File: config.mk
export PLATFORM = sky130hd
export DESIGN_NAME = regfile_dump_controller
export DESIGN_NICKNAME = d
export VERILOG_FILES = /design/src/rtl/regfile_dump_controller.sv
export SDC_FILE = /design/constraint.sdc
export NUM_CORES = 2
export LEC_CHECK = 0
export BUFFER_PORTS_ARGS = -buffer_cell sky130_fd_sc_hd__buf_2
export CORE_AREA = 2 2 403 405
export CTS_BUF_LIST = sky130_fd_sc_hd__clkbuf_8
export DETAILED_ROUTE_END_ITERATION = 8
export DIE_AREA = 0 0 405 407
export PLACE_DENSITY = 0.51
export SLEW_MARGIN = 20
export SYNTH_ARGS = -nofsm -noshare
export SYNTH_HDL_FRONTEND = slang
export SYNTH_SLANG_ARGS = --single-unit
File: constraint.sdc
create_clock -name clk -period 3.4 [get_ports clk]
set_input_delay 0.68 -clock clk [delete_from_list [all_inputs] [get_ports clk]]
set_output_delay 0.68 -clock clk [all_outputs]
set_load 0.02 [all_outputs]
File: src/rtl/regfile_dump_controller.sv
// Streams a frozen snapshot of the register-file debug bus to a byte-wide UART TX,
// register 0 first, most significant byte of each register first.
module regfile_dump_controller #(
    parameter int PROC_BITS = 32,
    parameter int REG_COUNT = 32,
    parameter int BYTE_BITS = 8
) (
    input  logic                           clk,
    input  logic                           rst,
    input  logic                           i_start,
    input  logic [REG_COUNT*PROC_BITS-1:0] i_debug_regs,
    input  logic                           i_tx_done,
    output logic                           o_tx_start,
    output logic [BYTE_BITS-1:0]           o_tx_data,
    output logic                           o_busy,
    output logic                           o_done
);

    localparam int SNAP_BITS     = REG_COUNT * PROC_BITS;
    localparam int NUM_BYTES     = SNAP_BITS / BYTE_BITS;
    localparam int BYTES_PER_REG = PROC_BITS / BYTE_BITS;
    localparam int IDX_BITS      = $clog2(NUM_BYTES);
    localparam logic [IDX_BITS-1:0] LAST_IDX = IDX_BITS'(NUM_BYTES - 1);

    typedef enum logic [1:0] {
        ST_IDLE = 2'd0,
        ST_SEND = 2'd1,
        ST_WAIT = 2'd2,
        ST_DONE = 2'd3
    } state_t;

    state_t                 state_r, state_nxt_s;
    logic [IDX_BITS-1:0]    idx_r, idx_nxt_s;
    logic [SNAP_BITS-1:0]   snap_r;
    logic                   capture_s;
    logic [BYTE_BITS-1:0]   data_nxt_s;
    logic                   tx_start_r, busy_r, done_r;
    logic [BYTE_BITS-1:0]   tx_data_r;

    // Byte k lives in register k/BYTES_PER_REG, lanes counted from the MSB down.
    function automatic logic [BYTE_BITS-1:0] pick_byte(
        input logic [SNAP_BITS-1:0] bus,
        input logic [IDX_BITS-1:0]  k
    );
        int reg_sel;
        int lane;
        int offset;
        reg_sel = int'(k) / BYTES_PER_REG;
        lane    = BYTES_PER_REG - 1 - (int'(k) % BYTES_PER_REG);
        offset  = reg_sel * PROC_BITS + lane * BYTE_BITS;
        return bus[offset +: BYTE_BITS];
    endfunction

    // Next-state, next-index and next-byte selection.
    always_comb begin
        state_nxt_s = state_r;
        idx_nxt_s   = idx_r;
        capture_s   = 1'b0;
        data_nxt_s  = tx_data_r;
        case (state_r)
            ST_IDLE: begin
                if (i_start) begin
                    state_nxt_s = ST_SEND;
                    idx_nxt_s   = {IDX_BITS{1'b0}};
                    capture_s   = 1'b1;
                    // Snapshot is loaded on this same edge, so byte 0 comes straight off the bus.
                    data_nxt_s  = pick_byte(i_debug_regs, {IDX_BITS{1'b0}});
                end else begin
                    state_nxt_s = ST_IDLE;
                end
            end
            ST_SEND: begin
                state_nxt_s = ST_WAIT;
            end
            ST_WAIT: begin
                if (i_tx_done) begin
                    if (idx_r == LAST_IDX) begin
                        state_nxt_s = ST_DONE;
                    end else begin
                        state_nxt_s = ST_SEND;
                        idx_nxt_s   = idx_r + IDX_BITS'(1);
                        data_nxt_s  = pick_byte(snap_r, idx_r + IDX_BITS'(1));
                    end
                end else begin
                    state_nxt_s = ST_WAIT;
                end
            end
            ST_DONE: begin
                state_nxt_s = ST_IDLE;
            end
            default: begin
                state_nxt_s = ST_IDLE;
            end
        endcase
    end

    // State, snapshot and registered outputs; outputs are decoded from the next state.
    always_ff @(posedge clk) begin
        if (rst) begin
            state_r    <= ST_IDLE;
            idx_r      <= {IDX_BITS{1'b0}};
            snap_r     <= {SNAP_BITS{1'b0}};
            tx_start_r <= 1'b0;
            tx_data_r  <= {BYTE_BITS{1'b0}};
            busy_r     <= 1'b0;
            done_r     <= 1'b0;
        end else begin
            state_r    <= state_nxt_s;
            idx_r      <= idx_nxt_s;
            if (capture_s) begin
                snap_r <= i_debug_regs;
            end
            tx_start_r <= (state_nxt_s == ST_SEND);
            tx_data_r  <= data_nxt_s;
            busy_r     <= (state_nxt_s != ST_IDLE);
            done_r     <= (state_nxt_s == ST_DONE);
        end
    end

    assign o_tx_start = tx_start_r;
    assign o_tx_data  = tx_data_r;
    assign o_busy     = busy_r;
    assign o_done     = done_r;

endmodule

==> After elaboration in Yosys (flattened, before gate mapping) <==
Cells that the tools add are included.
{ "op_classes": {"add_sub_neg": 3, "eq_ne": 9, "n_shift": 1, "muxes": 14, "reduce_logical": 4} }
{ "ops": {"columns": ["cell", "n"], "rows": [
  ["$shiftx 1024x12->8", 1],
  ["$mux 8", 3],
  ["$mux 7", 3],
  ["$pmux 8 s2", 1],
  ["$pmux 7 s2", 1],
  ["$add 11x6->12", 1],
  ["$pmux 2 s4", 1],
  ["$add 7x1->7 const B", 1],
  ["$eq 7x7->1 const B", 1],
  ["$eq 2x2->1 const B", 3],
  ["$ne 2x2->1 const B", 3],
  ["$eq 2x1->1 const B", 2],
  ["$mux 2", 2],
  ["$reduce_and 4->1", 1],
  ["$reduce_bool 2->1", 2],
  ["$mux 1", 3],
  ["$sub 2x2->3 const A", 1],
  ["$logic_not 2->1", 1]
]} }
{ "word_totals": {"register_bits": 1044, "inputBits": 1028, "out_inout_bits": 11, "wordCells": 38} }

==> Longest topological paths before layout <==
{ "logic_depth": {"depth_word": 7, "ltp_mapped": 12, "ltp_nobuf": 8} }

==> Worst setup path after synthesis <==
No wires, ideal clock.
{ "synth_timing": {"kind": "reg2reg", "startpoint": "reg idx_r[0]", "endpoint": "reg tx_data_r[1] (netlist: o_tx_data[1])", "setup_ns": 0.134, "arrival_time_ns": 2.376, "required_time_ns": 3.266, "path_slack_ns": 0.890, "path_stages_with_launch": 11, "path_buffers": 4, "period_less_slack_ns": 2.510, "path_cell_list": "dfxtp_1 > ha_1 > buf_2 > buf_6 > buf_2 > clkbuf_1 > mux4_2 > a22oi_1 > a21oi_1 > nor4_1 > a211oi_2"} }
{ "synth_via": {"elab_chain_cells": 7, "word_cells_on_any_way": 10, "classes_between": "add/sub: 3; eq/ne: 2; shift: 1; mux: 3; reduce/logical: 1"} }
{ "synth_rtl": {"columns": ["element", "line_no", "source"], "rows": [
  ["start: declaration", "33", "logic [IDX_BITS-1:0] idx_r, idx_nxt_s;"],
  ["start signal: assignment", "101", "idx_r <= {IDX_BITS{1'b0}};"],
  ["start signal: assignment", "109", "idx_r <= idx_nxt_s;"],
  ["$add 7x1->7", "82", "data_nxt_s = pick_byte(snap_r, idx_r + IDX_BITS'(1));"],
  ["$sub 2x2->3", "49", "lane = BYTES_PER_REG - 1 - (int'(k) % BYTES_PER_REG);"],
  ["$add 11x6->12", "50", "offset = reg_sel * PROC_BITS + lane * BYTE_BITS;"],
  ["$shiftx 1024x12->8", "51", "return bus[offset +: BYTE_BITS];"],
  ["$mux 8", "77", "if (idx_r == LAST_IDX) begin"],
  ["$mux 8", "76", "if (i_tx_done) begin"],
  ["$pmux 8 s2", "60", "case (state_r)"],
  ["end signal: assignment", "104", "tx_data_r <= {BYTE_BITS{1'b0}};"],
  ["end signal: assignment", "114", "tx_data_r <= data_nxt_s;"],
  ["end: declaration", "38", "logic [BYTE_BITS-1:0] tx_data_r;"]
]} }
Several ways; a longest one is shown, not always the timed one. The select of a mux whose other input is x is not followed.
A chain may end at the register's enable or synchronous reset.

==> Worst setup path in the final report <==
{ "layout_timing": {"startpoint": "reg idx_r[1]", "endpoint": "reg tx_data_r[5] (netlist: o_tx_data[5])"} }
The elaborated chain is that of the path after synthesis.

==> metrics.txt <==
die area between 0.15 and 0.2 mm^2; initial DRC count 3272; cell type with the highest aggregate area in the netlist dfxtp_1; Worst setup SP type flip-flop; num ports about 1000; row count roughly 150; Clock Skew 0.05695 ns; max-slew violation total from the final report 0; fmax 307.2 MHz; CP required ~4.2 ns; Crit path max-delay family compound AO/OA/AOI/OAI gates; clock power share 0.401; number of max-cap violations 0; total gr overflow 0; largest cells by area after synthesis dfxtp_1 (47%), nand2_1 (19%), mux4_2 (13%); RSZ-0062 raised after global routing no; Avg Inst Size Synth between 8 and 9 um^2; Initial DRT Pass Iterations 6; wire per inst 22.66 um; worst skew pair latency 0.92 ns; initial antenna violation count 17; routed via count 44800; largest net degree at the start of global routing 139; gr usage total 0.2423; pwr dens 487.7 mW/mm^2; Mapped Nets 6268; setup violators final 0; die height 407 um; Worst Path Arrival 4.03 ns; Slew @ Worst Pin 1.039 ns; Flop pwr share 0.444; H-tree levels 4; filler cell count 16280; WS Path Type flip-flop to flip-flop; Worst slew margin 0.3074; Die Width about 410 um; Finished Cell Area 0.06300 mm^2; peak supply drop 0.4041 mV; Num Clock Sinks 1044; number of remaining DRC errors 0; Vias/cell 4.867; CTS tree done; Logic pwr share 0.155; vias in the first global route 44500; WL final 208600 um; TritonCTS Buffers approximately 190; Leak Pwr between 20 and 25 nW; CP peak stage delay ~0.53 ns; Clk pin slew, worst setup/hold paths 0.06 ns; worst path cell trace ha_4 > buf_12 > buf_4 > mux4_2 > a211oi_2 > buf_4 > a21oi_1 > nand4_1 > o311a_1 > a211oi_2; layout cell share with drive strength beyond 1 0.2421; class of the worst hold path input port to flip-flop; Placeable Area about 0.16 mm^2; final period utilization 0.9575; Fin. Hold Viols 0; Nets between 7000 and 8000; layout overhead on the synthesized area 42.71%; commonest non-fill, non-tap cells in the layout nand2_1 (2179), a21oi_1 (1076), dfxtp_1 (1043), buf_2 (1037), dlygate4sd3_1 (750); Post-Synthesis Cells 5239; Longest Clk Path Bufs 3; Final ANT Viol Nets 0; Max FO, Critical Path 17; P_sw roughly 9 mW; GPL Wtd Cong 0.9307; final setup TNS 0 ns; switching portion of total power 0.2891; R2R Setup Slk 0.14 ns; status complete, no violations; HPWL after detailed placement 153800 um; Synthesis Warnings 0; initial core utilization 0.2756; Post-CTS Setup Inserts 0; Internal 21.84 mW; CP max-delay cell ha_4; sequential fraction of the synthesis area 0.4735; Mapped Area 0.04414 mm^2; #FFs+latches synth 1044; Crit. End Element flip-flop; area post-placement just over 0.05 mm^2; Min Clock Period, post-route ~3.3 ns; CTS root buffer clkbuf_8; Yosys cell types 56; top-area cell type share of the netlist area 0.4735; worst path bufs/invs 3; most common cell after layout, fill and taps aside nand2_1; PortBufs just over 1000; global-route wire length before repair between 200000 and 300000 um
cell type report:
cell class	instances	area (um^2)	area share
well taps	2160	2703	0.04290
flip-flops and latches	1044	20900	0.3318
multi-input cells	3755	21370	0.3393
inverters	4	15.01	0.0002383
clock inverters	88	566.8	0.008997
clock buffers	240	3303	0.05244
diodes	11	27.53	0.0004370
repair buffers	1903	14100	0.2239
layer usage:
metal / GRT usage / vias to the layer above / part of all wire
met1: 0.2857 / 21560 / 0.40
met3: 0.04137 / 461 / 0.054
met5: 0 / - / 0.00035
li1: - / 21070 / -
met4: 0.1426 / 10 / 0.062
met2: 0.4135 / 1695 / 0.48
final timing paths:
| path | end | cells after the start | start |
|---|---|---|---|
| max reg2reg | o_tx_data[5] | 10 | idx_r[1] |
| min | snap_r[235] | 3 | i_debug_regs[235] |
| min reg2reg | snap_r[920] | 2 | snap_r[920] |
| max | o_tx_data[5] | 10 | idx_r[1] |
kinds of logic (layout without fill, tap and decap cells):
| group | count (synthesis) | after routing | synth area share |
|---|---|---|---|
| other cells | 0 | 11 | 0 |
| flops | 1044 | 1044 | 0.4735 |
| compound gates | 1168 | 1168 | 0.1384 |
| xor+xnor | 8 | 8 | 0.002523 |
| fa+ha+maj | 1 | 1 | 0.0002834 |
| buf+inv | 440 | 2235 | 0.04416 |
| mux | 288 | 288 | 0.1420 |
| simple gates | 2290 | 2290 | 0.1992 |
cells in the mapped netlist (all sizes together):
| cell | instances |
|---|---|
| a21oi | 1076 |
| a31o | 1 |
| o41ai | 1 |
| dfxtp | 1044 |
| a21boi | 2 |
| or2 | 1 |
| a311oi | 5 |
| clkbuf | 359 |
| a22oi | 16 |
| mux2 | 6 |
| a311o | 1 |
| xor2 | 1 |
| mux2i | 16 |
| buf | 77 |
| nor3 | 9 |
| nor4 | 7 |
| nand4 | 10 |
| a211o | 2 |
| o21ai | 9 |
| xnor2 | 7 |
| nand3b | 1 |
| o21a | 1 |
| a32oi | 7 |
| nand3 | 30 |
| o22ai | 1 |
| and2 | 11 |
| nand2b | 2 |
| or3 | 11 |
| nand2 | 2179 |
| inv | 4 |
| ha | 1 |
| a31oi | 5 |
| a221o | 1 |
| and3 | 3 |
| nand4b | 1 |
| a211oi | 23 |
| a221oi | 2 |
| nor2 | 21 |
| o211ai | 6 |
| o311a | 6 |
| a21o | 3 |
| mux4 | 266 |
| and3b | 1 |
| nor2b | 3 |
power groups by stage:
stage	logic, mW	registers, mW	clock network, mW
after detailed placement	4.08	13.9	0
after CTS	4.76	13.6	12.6
final	4.77	13.6	12.3
after global placement	4.05	13.9	0
after global routing	5.13	13.7	13.2
after floorplan	2.24	13.6	0
what timing repair did:
item	in CTS	in global routing
endpoints found under the hold margin	749	1
resized for setup	2	1
setup endpoints to repair	1	1
hold buffers	749	1
worst reg2reg max path, stage by stage, from the launching register on:
cell and delay [ns]:
dfxtp_1 0.33, ha_4 0.53, buf_12 0.24, buf_4 0.28, mux4_2 0.44, a211oi_2 0.49
buf_4 0.20, a21oi_1 0.04, nand4_1 0.23, o311a_1 0.25, a211oi_2 0.08
flip-flops by register name, indices dropped and copies added, names as in the netlist:
name        cells
o_tx_start      1
o_busy          1
snap_r       1024
o_tx_data       8
state_r         2
o_done          1
idx_r           7
through the flow:
stage / power (mW) / hold slack, ns / util / instances / setup WS [ns]
finish: 30.72 / 0.07966 / 0.3932 / 9205 / 0.1445
detailed placement: 17.96 / 0.4424 / 0.3220 / 8116 / -0.08583
CTS: 30.99 / 0.0001332 / 0.3930 / 9193 / 0.1572
floorplan: 15.85 / 0.4315 / - / 5239 / 0.8898
global placement: 17.92 / 0.4385 / 0.3220 / 8116 / -0.08150
global route: 32.00 / 0.003098 / 0.3931 / 9199 / 0.01892
No activity file was read; power rests on OpenSTA's default activity.
